===== src/rtl/mem_access_stage_if.sv =====
// -----------------------------------------------------------------------------
// mem_access_stage_if
// Data-bus bundle between the MEM stage (master) and the data memory / cache
// (slave). One transaction: the master holds data_req with a stable address,
// size, write data and strobes until data_addr_ok. The slave later returns
// data_data_ok, with data_rdata for reads.
//
//   data_req      master->slave  request valid
//   data_wr       master->slave  1 = write, 0 = read
//   data_size     master->slave  00 byte, 01 half, 10 word
//   data_addr     master->slave  byte address (unmodified ALU result)
//   data_wdata    master->slave  lane-replicated store data
//   data_wstrb    master->slave  byte-lane write enables (0000 for reads)
//   data_addr_ok  slave->master  request accepted this cycle
//   data_data_ok  slave->master  read data valid / write complete
//   data_rdata    slave->master  raw 32-bit read word
// -----------------------------------------------------------------------------
interface mem_access_stage_if #(
    parameter int ADDR_W = 32,
    parameter int DATA_W = 32
);
    logic              data_req;
    logic              data_wr;
    logic [1:0]        data_size;
    logic [ADDR_W-1:0] data_addr;
    logic [DATA_W-1:0] data_wdata;
    logic [3:0]        data_wstrb;
    logic              data_addr_ok;
    logic              data_data_ok;
    logic [DATA_W-1:0] data_rdata;

    modport master (
        output data_req, data_wr, data_size, data_addr, data_wdata, data_wstrb,
        input  data_addr_ok, data_data_ok, data_rdata
    );

    modport slave (
        input  data_req, data_wr, data_size, data_addr, data_wdata, data_wstrb,
        output data_addr_ok, data_data_ok, data_rdata
    );
endinterface


===== src/rtl/mem_access_stage.sv =====
// -----------------------------------------------------------------------------
// mem_access_stage
// MEM pipeline stage sitting right after EX. For a load or store it runs one
// data-bus transaction, aligning store data/strobes and extending load data.
// It flags misaligned accesses as address errors without touching the bus,
// and it stalls upstream while a transaction is in flight. The pipeline
// control fields pass through to the MEM/WB register.
//
// Ports
//   clk, rst                 clock, synchronous active-high reset
//   MemRead_i / MemWrite_i   load / store present in this stage
//   MemReadType_i[2:0]       [1:0] size (11 treated as word), [2] zero-extend
//   ALUResult_i              effective address or plain ALU result
//   MemData_i                store data
//   RegWrite_i, MemtoReg_i, WriteRegister_i, PCin   pass-through fields
//   pipe_hold_i              downstream stall; stage inputs stay frozen
//   bus                      data-bus master (see mem_access_stage_if)
//   RegWrite_o ... PCout     pass-through (RegWrite_o killed on address error)
//   MemReadData              aligned, extended load result
//   stall                    stage busy, upstream must hold
//   exception                00 none, 01 AdEL, 10 AdES
//   BadVAddr                 faulting address, 0 when no exception
// -----------------------------------------------------------------------------
module mem_access_stage #(
    parameter int ADDR_W = 32,
    parameter int DATA_W = 32
) (
    input  logic                clk,
    input  logic                rst,
    input  logic                MemRead_i,
    input  logic                MemWrite_i,
    input  logic [2:0]          MemReadType_i,
    input  logic [ADDR_W-1:0]   ALUResult_i,
    input  logic [DATA_W-1:0]   MemData_i,
    input  logic                RegWrite_i,
    input  logic                MemtoReg_i,
    input  logic [6:0]          WriteRegister_i,
    input  logic [31:0]         PCin,
    input  logic                pipe_hold_i,
    mem_access_stage_if.master  bus,
    output logic                RegWrite_o,
    output logic                MemtoReg_o,
    output logic [6:0]          WriteRegister_o,
    output logic [ADDR_W-1:0]   ALUResult_o,
    output logic [31:0]         PCout,
    output logic [DATA_W-1:0]   MemReadData,
    output logic                stall,
    output logic [1:0]          exception,
    output logic [ADDR_W-1:0]   BadVAddr
);

    typedef enum logic [1:0] {IDLE, REQ, WAIT, DONE} state_t;

    // Reserved size code 11 behaves as a word access.
    function automatic logic [1:0] eff_size(input logic [1:0] t);
        return (t == 2'b11) ? 2'b10 : t;
    endfunction

    function automatic logic [DATA_W-1:0] store_align(input logic [DATA_W-1:0] d,
                                                      input logic [1:0] sz);
        logic [DATA_W-1:0] res;
        case (sz)
            2'b00:   res = {4{d[7:0]}};
            2'b01:   res = {2{d[15:0]}};
            default: res = d;
        endcase
        return res;
    endfunction

    function automatic logic [3:0] store_strb(input logic [1:0] sz, input logic [1:0] off);
        logic [3:0] res;
        case (sz)
            2'b00:   res = 4'b0001 << off;
            2'b01:   res = off[1] ? 4'b1100 : 4'b0011;
            default: res = 4'b1111;
        endcase
        return res;
    endfunction

    function automatic logic [DATA_W-1:0] load_extend(input logic [DATA_W-1:0] raw,
                                                      input logic [1:0] sz,
                                                      input logic [1:0] off,
                                                      input logic zext);
        logic signed [7:0]  b;
        logic signed [15:0] h;
        logic [DATA_W-1:0]  res;
        b = raw[{off, 3'b000} +: 8];
        h = raw[{off[1], 4'b0000} +: 16];
        case (sz)
            2'b00:   res = zext ? {24'h0, b} : 32'(b);
            2'b01:   res = zext ? {16'h0, h} : 32'(h);
            default: res = raw;
        endcase
        return res;
    endfunction

    state_t            state_q, state_d;
    logic [DATA_W-1:0] rdata_q, rdata_d;

    logic [1:0]        size;
    logic              mem_op;
    logic              misaligned;
    logic              access;
    logic              exc_load;
    logic              exc_store;
    logic [DATA_W-1:0] load_val;

    assign size       = eff_size(MemReadType_i[1:0]);
    assign mem_op     = MemRead_i | MemWrite_i;
    assign misaligned = ((size == 2'b01) & ALUResult_i[0]) |
                        ((size == 2'b10) & (ALUResult_i[1:0] != 2'b00));
    // No new request is launched while reset is held.
    assign access     = mem_op & ~misaligned & ~rst;
    assign load_val   = load_extend(bus.data_rdata, size, ALUResult_i[1:0], MemReadType_i[2]);

    assign exc_load   = MemRead_i  & misaligned & ~rst;
    assign exc_store  = MemWrite_i & misaligned & ~rst;
    assign exception  = {exc_store, exc_load};
    assign BadVAddr   = (exc_load | exc_store) ? ALUResult_i : '0;

    // Address/data/strobes come straight from the frozen stage inputs, so they
    // remain stable for as long as the request is outstanding.
    assign bus.data_addr  = ALUResult_i;
    assign bus.data_size  = size;
    assign bus.data_wdata = store_align(MemData_i, size);
    assign bus.data_wstrb = MemWrite_i ? store_strb(size, ALUResult_i[1:0]) : 4'b0000;
    assign bus.data_wr    = bus.data_req & MemWrite_i;

    assign RegWrite_o      = RegWrite_i & ~(mem_op & misaligned);
    assign MemtoReg_o      = MemtoReg_i;
    assign WriteRegister_o = WriteRegister_i;
    assign ALUResult_o     = ALUResult_i;
    assign PCout           = PCin;

    always_ff @(posedge clk) begin
        if (rst) begin
            state_q <= IDLE;
            rdata_q <= '0;
        end else begin
            state_q <= state_d;
            rdata_q <= rdata_d;
        end
    end

    always_comb begin
        state_d      = state_q;
        rdata_d      = rdata_q;
        bus.data_req = 1'b0;
        stall        = 1'b0;
        MemReadData  = rdata_q;
        case (state_q)
            IDLE: begin
                if (access) begin
                    bus.data_req = 1'b1;
                    stall        = 1'b1;
                    state_d      = bus.data_addr_ok ? WAIT : REQ;
                end
            end
            REQ: begin
                bus.data_req = 1'b1;
                stall        = 1'b1;
                if (bus.data_addr_ok) state_d = WAIT;
            end
            WAIT: begin
                if (bus.data_data_ok) begin
                    // Load data is forwarded in the completion cycle and kept
                    // in rdata_q in case downstream is holding.
                    if (MemRead_i) begin
                        rdata_d     = load_val;
                        MemReadData = load_val;
                    end
                    state_d = pipe_hold_i ? DONE : IDLE;
                end else begin
                    stall = 1'b1;
                end
            end
            DONE: begin
                if (!pipe_hold_i) state_d = IDLE;
            end
            default: state_d = IDLE;
        endcase
    end

endmodule


===== src/flat_wrapper.sv =====
// flat-port wrapper written by rule: the top's interface ports become plain ports
module mem_access_stage_flat 
#(
    parameter int ADDR_W = 32,
    parameter int DATA_W = 32
)
  (clk, rst, MemRead_i, MemWrite_i, MemReadType_i, ALUResult_i, MemData_i, RegWrite_i, MemtoReg_i, WriteRegister_i, PCin, pipe_hold_i, RegWrite_o, MemtoReg_o, WriteRegister_o, ALUResult_o, PCout, MemReadData, stall, exception, BadVAddr, bus_data_req, bus_data_wr, bus_data_size, bus_data_addr, bus_data_wdata, bus_data_wstrb, bus_data_addr_ok, bus_data_data_ok, bus_data_rdata);
  mem_access_stage_if #(.ADDR_W(ADDR_W), .DATA_W(DATA_W)) bus_i ();
  input  logic clk;
  input  logic rst;
  input  logic MemRead_i;
  input  logic MemWrite_i;
  input  logic [2:0] MemReadType_i;
  input  logic [ADDR_W-1:0] ALUResult_i;
  input  logic [DATA_W-1:0] MemData_i;
  input  logic RegWrite_i;
  input  logic MemtoReg_i;
  input  logic [6:0] WriteRegister_i;
  input  logic [31:0] PCin;
  input  logic pipe_hold_i;
  output logic RegWrite_o;
  output logic MemtoReg_o;
  output logic [6:0] WriteRegister_o;
  output logic [ADDR_W-1:0] ALUResult_o;
  output logic [31:0] PCout;
  output logic [DATA_W-1:0] MemReadData;
  output logic stall;
  output logic [1:0] exception;
  output logic [ADDR_W-1:0] BadVAddr;
  output wire logic [$bits(bus_i.data_req)-1:0] bus_data_req;
  output wire logic [$bits(bus_i.data_wr)-1:0] bus_data_wr;
  output wire logic [$bits(bus_i.data_size)-1:0] bus_data_size;
  output wire logic [$bits(bus_i.data_addr)-1:0] bus_data_addr;
  output wire logic [$bits(bus_i.data_wdata)-1:0] bus_data_wdata;
  output wire logic [$bits(bus_i.data_wstrb)-1:0] bus_data_wstrb;
  input wire logic [$bits(bus_i.data_addr_ok)-1:0] bus_data_addr_ok;
  input wire logic [$bits(bus_i.data_data_ok)-1:0] bus_data_data_ok;
  input wire logic [$bits(bus_i.data_rdata)-1:0] bus_data_rdata;
  assign bus_data_req = bus_i.data_req;
  assign bus_data_wr = bus_i.data_wr;
  assign bus_data_size = bus_i.data_size;
  assign bus_data_addr = bus_i.data_addr;
  assign bus_data_wdata = bus_i.data_wdata;
  assign bus_data_wstrb = bus_i.data_wstrb;
  assign bus_i.data_addr_ok = bus_data_addr_ok;
  assign bus_i.data_data_ok = bus_data_data_ok;
  assign bus_i.data_rdata = bus_data_rdata;
  mem_access_stage #(.ADDR_W(ADDR_W), .DATA_W(DATA_W)) u_core (.clk(clk), .rst(rst), .MemRead_i(MemRead_i), .MemWrite_i(MemWrite_i), .MemReadType_i(MemReadType_i), .ALUResult_i(ALUResult_i), .MemData_i(MemData_i), .RegWrite_i(RegWrite_i), .MemtoReg_i(MemtoReg_i), .WriteRegister_i(WriteRegister_i), .PCin(PCin), .pipe_hold_i(pipe_hold_i), .bus(bus_i), .RegWrite_o(RegWrite_o), .MemtoReg_o(MemtoReg_o), .WriteRegister_o(WriteRegister_o), .ALUResult_o(ALUResult_o), .PCout(PCout), .MemReadData(MemReadData), .stall(stall), .exception(exception), .BadVAddr(BadVAddr));
endmodule

===== config.mk =====
export PLATFORM = sky130hd
export DESIGN_NAME = mem_access_stage_flat
export DESIGN_NICKNAME = d
export VERILOG_FILES = /design/src/rtl/mem_access_stage_if.sv /design/src/rtl/mem_access_stage.sv /design/src/flat_wrapper.sv
export SDC_FILE = /design/constraint.sdc
export NUM_CORES = 1
export LEC_CHECK = 0
export BUFFER_PORTS_ARGS = -buffer_cell sky130_fd_sc_hd__buf_4
export CAP_MARGIN = 40
export CORE_AREA = 10 10 131 133
export CTS_CLUSTER_DIAMETER = 150
export CTS_CLUSTER_SIZE = 10
export DETAILED_ROUTE_END_ITERATION = 12
export DIE_AREA = 0 0 141 143
export GPL_TIMING_DRIVEN = 0
export PLACE_DENSITY = 0.67
export SYNTH_ARGS = -nofsm -noshare
export SYNTH_HDL_FRONTEND = slang
export SYNTH_SLANG_ARGS = --single-unit

===== constraint.sdc =====
create_clock -name clk -period 4.4 [get_ports clk]
set_input_delay 0.66 -clock clk [delete_from_list [all_inputs] [get_ports clk]]
set_output_delay 0.66 -clock clk [all_outputs]
set_load 0.01 [all_outputs]

==> reports/qor.txt, run 1 <==
Tcrit/Tclk final: 71.9%
final slew viol count: 0
Total GRT Usage: 17.6%
Die Wd: 141 um
PD cells: 204 mW/mm2
gr ovfl total: 0
final HPWL from detailed placement: 17.0 mm
average cell area after synthesis: 7.48 um2
Die H: 143 um
first-pass GRT wire length: 27.8 mm
clk_lat worst skew: 0.28 ns
fmax: 0.316 GHz
status: completed
routed len/inst: 19.9 um
unrepaired setup endpoints after global routing: false
H-tree depth: 2
Ys Warns: 0
clock buffer depth: 2
share of the synthesized area in the top cell type: 24.7%
Buffers on Ports: 314
critical path arrival: 2.50 ns
CTS buffer count: 5
Hold Path Class: flip-flop to flip-flop
Final GP Congestion: 0.818
FFs w/ async S/R, synth: 0%
Core Region: 0.0144 mm2
Hold Vio Cnt, Final: 0
pin slew with the least headroom to its limit: 0.703 ns
Layout area overhead: 76.9%
Distinct cells, synth: 40
Std-Cell Rows: 44
Antenna diodes: 0
Final setup viols: 0
Post-CTS Hold Fix Bufs: 0
Fin Hold WS: 0.503 ns
Starting Density: 24.7%
most common cell after layout, fill and taps aside: buf_4
TNS Setup: 0 ns
share of cells above drive strength 1: 59.4%
antenna violations before repair: 0
Mapped Cells: 476
ys flop type: dfxtp_1
WP data required: 3.74 ns
postcts setup bufs: 0
DRT Pass-1 Iters: 4
synth top area cells: buf_4 25%, dfxtp_1 19%, and2_1 7.9%, mux2_2 5.7%, a211oi_1 5.1%
Die ar.: 0.0202 mm2
crit-path max FO: 10
Via density: 4.41
CTS tree: done
Yosys top cell by area: buf_4
crit path time final: 3.16 ns
most frequent cells in the layout: 431 x buf_4, 45 x and2_1, 44 x nor2_1
Residual DRC: 0
TritonCTS Sinks: 34
register area share after synthesis: 19.1%
Max VDD drop: 0.000148 V
Antenna Nets Post-Route: 0
clock root buffer: clkbuf_16
Nets: 944
DR vias: 4326
First DRT Iteration DRCs: 212
max_cap viols: 0
Cell Area, Synth: 0.00356 mm2
vias in the first global route: 4533
flops & latches, synth: 34
Final Routed Wirelength: 19.6 mm
largest net degree at the start of global routing: 12
EDFF count, synth: 0
CP Capture Type: output pin
syn_nets: 623
Worst-path clk slew: 0.05 ns
Slew headroom: 53.2%
post-route clock skew: 0.00758 ns
Boundary Pins: 359
startpoint types: primary input
Resized Gates After CTS: 0
CP Class: primary input to output pin
Leakage: 3.28 nW
-- per-layer routing --
metal | wire length (um) | GRT usage, % | vias to the layer above
met5 | 0 | 0 | -
met4 | 153 | 2.99 | 0
met3 | 1920 | 7.03 | 9
met2 | 10100 | 31.7 | 186
met1 | 7360 | 19.3 | 1985
li1 | - | - | 2146
-- logic make-up after synthesis --
logic type | synth area share (%)
compound gates | 17.3
buf+inv | 29.5
simple gates | 23.3
flops | 19.1
mux | 10.8
-- through the flow --
stage                     cell area (um2)  total power, mW  util, %  instances  worst slack (ns)
after CTS                            6300             1.30     43.7        982              1.24
after global placement               6150            0.932     42.6        974              1.25
after global routing                 6300             1.36     43.7        982              1.04
final                                6300             1.29     43.7        982              1.24
after detailed placement             6150            0.936     42.6        974              1.24
after floorplan                      3560            0.610        -        476              1.88
-- power by group --
part           switching, mW  internal (mW)  total [mW]
clock                  0.142          0.224       0.367
sequential           0.00374          0.320       0.324
combinational          0.272          0.325       0.597
total                  0.418          0.870        1.29
-- registers in the layout (all words and copies together), names as in the netlist --
register and count:
u_core.rdata_q 32, u_core.state_q 2
-- final cells by class --
cell class                      instances  area, um2
Buffer                                147       1020
Clock buffer                            6        139
Clock inverter                          2       12.5
Fill cell                            1503       8120
Inverter                                9       33.8
Multi-Input combinational cell        286       1830
Sequential cell                        34        681
Tap cell                              184        230
Timing Repair Buffer                  314       2360
-- Yosys cell counts, types with 2 or more instances --
library cell	number
a211oi_1	24
a21oi_1	19
a31oi_1	8
and2_1	45
and3b_1	7
buf_2	8
buf_4	117
buf_6	2
clkbuf_1	19
dfxtp_1	34
inv_1	9
mux2_2	18
mux2i_1	16
nand2_1	34
nand2b_1	2
nor2_1	44
nor2b_1	12
nor3_1	8
o2111ai_1	2
o21a_1	4
o21ai_0	18
o32ai_1	8
-- critical path, stage by stage --
cell      delay (ns)
buf_4           0.13
clkbuf_1        0.39
buf_4           0.32
mux2i_1         0.34
o32ai_1         0.15
a211oi_1        0.27
nor2_1          0.08
buf_4           0.15
-- worst paths after layout --
path	from	end	slack [ns]	depth (start not counted)
setup reg to reg	u_core.state_q[1]	u_core.rdata_q[9]	2.49	5
hold reg to reg	u_core.rdata_q[5]	u_core.rdata_q[5]	0.50	2
setup / recovery	ALUResult_i[1]	MemReadData[6]	1.24	8
hold / removal	u_core.rdata_q[5]	u_core.rdata_q[5]	0.50	2
No activity file was read; power rests on OpenSTA's default activity.
==> run 2, diff against run 1 <==
Settings changed: PLACE_DENSITY 0.67 to 0.69.
Clock period 4.4 ns to 2.81 ns, I/O delays scaled along.
==> run 2 against run 1 <==
Global-route usage fell by 0.61 points. Via count fell by 1.2%. Clock skew is 0.0047 ns lower. Sequential cell count unchanged. Critical endpoint unchanged. Largest cell class unchanged.
==> reports/qor.txt, run 2 (synthesis gave the netlist of run 1 again) <==
Boundary Pins: 359 (unchanged)
final slew viol count: 0 (unchanged)
Max VDD drop: 0.000199 V (+35%)
# fillers: 1500 (-0.20%)
share of cells above drive strength 1: 59.3% (-0.13 points)
Nets: 944 (unchanged)
Final setup viols: 0 (unchanged)
CP Class: primary input to output pin
worst setup path startpoint: ALUResult_i[1]
Total GRT Usage: 17.0% (-0.61 points)
Leakage: 3.28 nW (about the same)
Die H: 143 um (unchanged)
Worst Slack Setup Final: 0.122 ns (-1.11 ns)
Tcrit/Tclk final: 95.6%
crit path time final: 2.69 ns
Worst Path Buf+Inv: 4 (unchanged)
area of the multi-input gates: 0.00183 mm2 (unchanged)
routed len/inst: 19.3 um (-3.1%)
crit-path max FO: 10 (unchanged)
CP Cell Sequence: buf_4 -> clkbuf_1 -> buf_4 -> mux2i_1 -> o32ai_1 -> a211oi_1 -> nor2_1 -> buf_4
slowest CP cell: clkbuf_1
Buffers on Ports: 314 (unchanged)
critical path arrival: 2.27 ns (-0.23 ns)
Die ar.: 0.0202 mm2 (unchanged)
Die Wd: 141 um (unchanged)
Final Routed Wirelength: 19.0 mm (-3.1%)
most frequent cell on the critical path: buf_4
Final Instance Count excl. Fillers: 982 (unchanged)
CTS buffer count: 5 (unchanged)
Final Power: 1.99 mW (+55%)
DR vias: 4272 (-1.2%)
PD cells: 317 mW/mm2 (+55%)
post-route clock skew: 0.00285 ns (-0.00473 ns)
First DRT Iteration DRCs: 161 (-24%)
WP data required: 2.39 ns (-1.35 ns)
clock buffer depth: 2 (unchanged)
Resized Gates After CTS: 0 (unchanged)
vias in the first global route: 4473 (-1.3%)
Std-Cell Rows: 44 (unchanged)
CTS tree: done
worst hold path startpoint: bus_data_addr_ok
CP Capture Type: output pin
final HPWL from detailed placement: 16.6 mm (-2.4%)
H-tree depth: 2 (unchanged)
Residual DRC: 0 (unchanged)
Largest regs: u_core.rdata_q x32, u_core.state_q x2
Worst-path clk slew: 0.05 ns (about the same)
register with the most flip-flops: u_core.rdata_q
clk_lat worst skew: 0.28 ns (about the same)
Hold Path Class: primary input to flip-flop
first-pass GRT wire length: 26.9 mm (-3.2%)
Via density: 4.35 (-1.2%)
Util after Layout: 43.7% (about the same)
max_cap viols: 0 (unchanged)
clock root buffer: clkbuf_16
status: completed
Post-CTS Hold Fix Bufs: 0 (unchanged)
DRT Pass-1 Iters: 4 (unchanged)
max reg flops: 32 (unchanged)
pre-CTS WS: 0.113 ns (-1.13 ns)
dpl cells: 974 (unchanged)
TNS Setup: 0 ns (unchanged)
fmax: 0.372 GHz
Worst path top cell family by delay: buffers and inverters
Antenna Nets Post-Route: 0 (unchanged)
Starting Density: 24.7% (unchanged)
postcts setup bufs: 0 (unchanged)
Slew headroom: 57.3% (+4.1 points)
most common cell after layout, fill and taps aside: buf_4
Worst R2R Start: u_core.state_q[1]
most frequent cells in the layout: 431 x buf_4, 45 x and2_1, 44 x nor2_1
Core Region: 0.0144 mm2 (unchanged)
Hold Vio Cnt, Final: 0 (unchanged)
pin slew with the least headroom to its limit: 0.641 ns (-0.0621 ns)
antenna violations before repair: 0 (unchanged)
Layout area overhead: 76.8% (about the same)
unrepaired setup endpoints after global routing: false
gr ovfl total: 0 (unchanged)
Antenna diodes: 0 (unchanged)
largest net degree at the start of global routing: 11 (-1)
register area: 681 um2 (unchanged)
Max stage delay on crit path: 0.40 ns (about the same)
Final GP Congestion: 0.786 (-3.9%)
startpoint types: primary input
TritonCTS Sinks: 34 (unchanged)
run 2: per-layer routing:
layer	routed length (um)	global-route usage, %
met1	7040	18.8
met2	9840	30.3
met3	1900	7.13
met4	184	2.66
met5	0	0
run 2: worst reg2reg max path, stage by stage (launching register included):
cell and delay, ns:
dfxtp_1 0.30, buf_2 0.17, nand4b_1 0.44, a21oi_4 0.45, a31oi_1 0.21, and2_1 0.20
run 2: path summary, 6_finish.rpt:
kind,to,slack [ns],depth (start not counted)
worst max-delay path,MemReadData[6],0.12,8
worst min-delay path,u_core.state_q[0],0.37,2
worst max register to register,u_core.rdata_q[10],0.94,5
worst min register to register,u_core.rdata_q[7],0.50,1
run 2: area by class of cell:
type                    instances  area share, %
multi-input cells             286           29.1
clock buffers                   7           2.27
clock inverters                 1         0.0795
flip-flops and latches         34           10.8
inverters                       9          0.537
plain buffers                 147           16.2
well taps                     184           3.66
repair buffers                314           37.4
run 2: report_power, final:
| part | leakage [nW] | internal [mW] | total (mW) | switching [mW] |
|---|---|---|---|---|
| Combinational | 2.93 | 0.509 | 0.931 | 0.422 |
| Clock | 0.0739 | 0.351 | 0.556 | 0.205 |
| Sequential | 0.275 | 0.502 | 0.508 | 0.00565 |
| Total | 3.28 | 1.36 | 1.99 | 0.633 |
run 2: through the flow:
| step | hold WS, ns | instance area (um2) |
|---|---|---|
| CTS | 0.369 | 6300 |
| global placement | 0.481 | 6150 |
| detailed placement | 0.490 | 6150 |
| finish | 0.375 | 6300 |
| floorplan | 0.473 | 3560 |
| global route | 0.391 | 6300 |
==> run 3, diff against run 2 <==
Settings changed: CTS_BUF_LIST set to sky130_fd_sc_hd__clkbuf_16.
==> run 3 against run 2 <==
Critical path depth is the same. Design area shrank 0.16%. Cell count is the same. First-iteration DRC count grew 1.2%. Combinational power is essentially flat. Non-clock buffer count is the same. Clock skew is essentially flat. Clock power shrank 5.8%. Count of clock-buffer cells in the layout shrank 2. Critical path type unchanged. Largest power group unchanged.
==> reports/qor.txt, run 3 (synthesis gave the netlist of run 1 again) <==
post-route clock skew: 0.00264 ns (-0.000205 ns)
most frequent cells in the layout: 431 x buf_4, 45 x and2_1, 44 x nor2_1
gr ovfl total: 0 (unchanged)
switching power: 0.632 mW (about the same)
clk_lat worst skew: 0.28 ns (about the same)
H-tree depth: 2 (unchanged)
pin slew with the least headroom to its limit: 0.650 ns (+0.00901 ns)
Boundary Pins: 359 (unchanged)
CTS buffer count: 5 (unchanged)
first-pass GRT wire length: 26.9 mm (unchanged)
Largest regs: u_core.rdata_q x32, u_core.state_q x2
unrepaired setup endpoints after global routing: false
antenna violations before repair: 0 (unchanged)
max reg flops: 32 (unchanged)
DRT Pass-1 Iters: 4 (unchanged)
CP Capture Type: output pin
Antenna diodes: 0 (unchanged)
critical path arrival: 2.28 ns (about the same)
fmax: 0.370 GHz (-0.54%)
PD cells: 312 mW/mm2 (-1.4%)
# fillers: 1501 (+0.067%)
logic gate share of total power: 47.5% (+0.8 points)
Starting Density: 24.7% (unchanged)
max_cap viols: 0 (unchanged)
Core Region: 0.0144 mm2 (unchanged)
Nets: 944 (unchanged)
vias in the first global route: 4473 (unchanged)
WP data required: 2.39 ns (about the same)
crit path time final: 2.70 ns (+0.0145 ns)
Post-CTS Hold Fix Bufs: 0 (unchanged)
Layout area overhead: 76.5%
Total GRT Usage: 17.0% (unchanged)
Slew headroom: 56.7% (-0.60 points)
Die H: 143 um (unchanged)
final slew viol count: 0 (unchanged)
final HPWL from detailed placement: 16.6 mm (unchanged)
Sw Ratio: 32.2% (+0.49 points)
Final Instance Count excl. Fillers: 982 (unchanged)
TNS Setup: 0 ns (unchanged)
startpoint types: primary input
Final GP Congestion: 0.786 (unchanged)
Worst-path clk slew: 0.05 ns (about the same)
Std-Cell Rows: 44 (unchanged)
Final setup viols: 0 (unchanged)
Hold Path Class: primary input to flip-flop
Via density: 4.32 (-0.59%)
Pint: 1.33 mW (-2.3%)
status: completed
clock root buffer: clkbuf_16
CP Class: primary input to output pin
most common cell after layout, fill and taps aside: buf_4
clock buffer depth: 2 (unchanged)
largest net degree at the start of global routing: 11 (unchanged)
First DRT Iteration DRCs: 163 (+1.2%)
area of the multi-input gates: 0.00183 mm2 (unchanged)
crit-path max FO: 10 (unchanged)
Die ar.: 0.0202 mm2 (unchanged)
register with the most flip-flops: u_core.rdata_q
dpl cells: 974 (unchanged)
postcts setup bufs: 0 (unchanged)
Max VDD drop: 0.000184 V (-7.8%)
routed len/inst: 19.4 um (+0.30%)
share of cells above drive strength 1: 59.1% (-0.13 points)
Sequential Power Share: 25.9% (+0.5 points)
CTS tree: done
Hold Vio Cnt, Final: 0 (unchanged)
Die Wd: 141 um (unchanged)
clock share of power: 26.7% (-1.2 points)
register area: 681 um2 (unchanged)
Resized Gates After CTS: 0 (unchanged)
Tcrit/Tclk final: 96.2% (+0.52 points)
Residual DRC: 0 (unchanged)
Leakage: 3.27 nW (about the same)
Buffers on Ports: 314 (unchanged)
TritonCTS Sinks: 34 (unchanged)
DR vias: 4247 (-0.59%)
Antenna Nets Post-Route: 0 (unchanged)
Final Routed Wirelength: 19.0 mm (+0.30%)
[run 3: cell count changes in the layout (fill, tap and decap cells not counted)]
cell and delta:
clkbuf_1 -1, clkbuf_8 -1, clkinv_1 +1, inv_1 +1
[run 3: cell type report]
| class | instances | share of cell area (%) |
|---|---|---|
| sequential | 34 | 10.8 |
| timing repair buffer | 314 | 37.5 |
| buffer | 147 | 16.2 |
| clock buffer | 5 | 1.99 |
| inverter | 9 | 0.537 |
| multi-input combinational | 286 | 29.1 |
| clock inverter | 3 | 0.199 |
| tap | 184 | 3.66 |
[run 3: worst paths after layout]
kind | start | endpoint | slack, ns | depth (start not counted)
min | bus_data_addr_ok | u_core.state_q[0] | 0.38 | 2
min reg2reg | u_core.rdata_q[7] | u_core.rdata_q[7] | 0.51 | 1
max reg2reg | u_core.state_q[1] | u_core.rdata_q[10] | 0.93 | 5
max | ALUResult_i[1] | MemReadData[6] | 0.11 | 8
[run 3: through the flow]
step / utilization [%] / hold WS (ns) / worst slack (ns) / total power [mW] / cell area (um2)
2_1_floorplan: - / 0.473 / 0.771 / 0.956 / 3560
3_3_place_gp: 42.6 / 0.481 / 0.134 / 1.46 / 6150
3_5_place_dp: 42.6 / 0.490 / 0.113 / 1.46 / 6150
4_1_cts: 43.6 / 0.369 / 0.112 / 1.99 / 6290
5_1_grt: 43.6 / 0.391 / 0.0135 / 2.07 / 6290
6_report: 43.6 / 0.375 / 0.108 / 1.96 / 6290
[run 3: worst max-delay path, cell delays in order]
cell and delay [ns]:
buf_4 0.13, clkbuf_1 0.40, buf_4 0.31, mux2i_1 0.36, o32ai_1 0.15, a211oi_1 0.26, nor2_1 0.09, buf_4 0.15
[run 3: power groups by stage]
stage | Clock (mW) | Combinational, mW | Sequential [mW]
after floorplan | 0 | 0.439 | 0.516
after global placement | 0 | 0.940 | 0.517
after detailed placement | 0 | 0.945 | 0.518
after CTS | 0.538 | 0.948 | 0.507
after global routing | 0.552 | 1.01 | 0.509
final | 0.524 | 0.932 | 0.508
[run 3: metal layers]
metal	GRT usage (%)	wire length, um
met1	18.8	7150
met2	30.3	9800
met3	7.13	1880
met4	2.66	184
met5	0	0
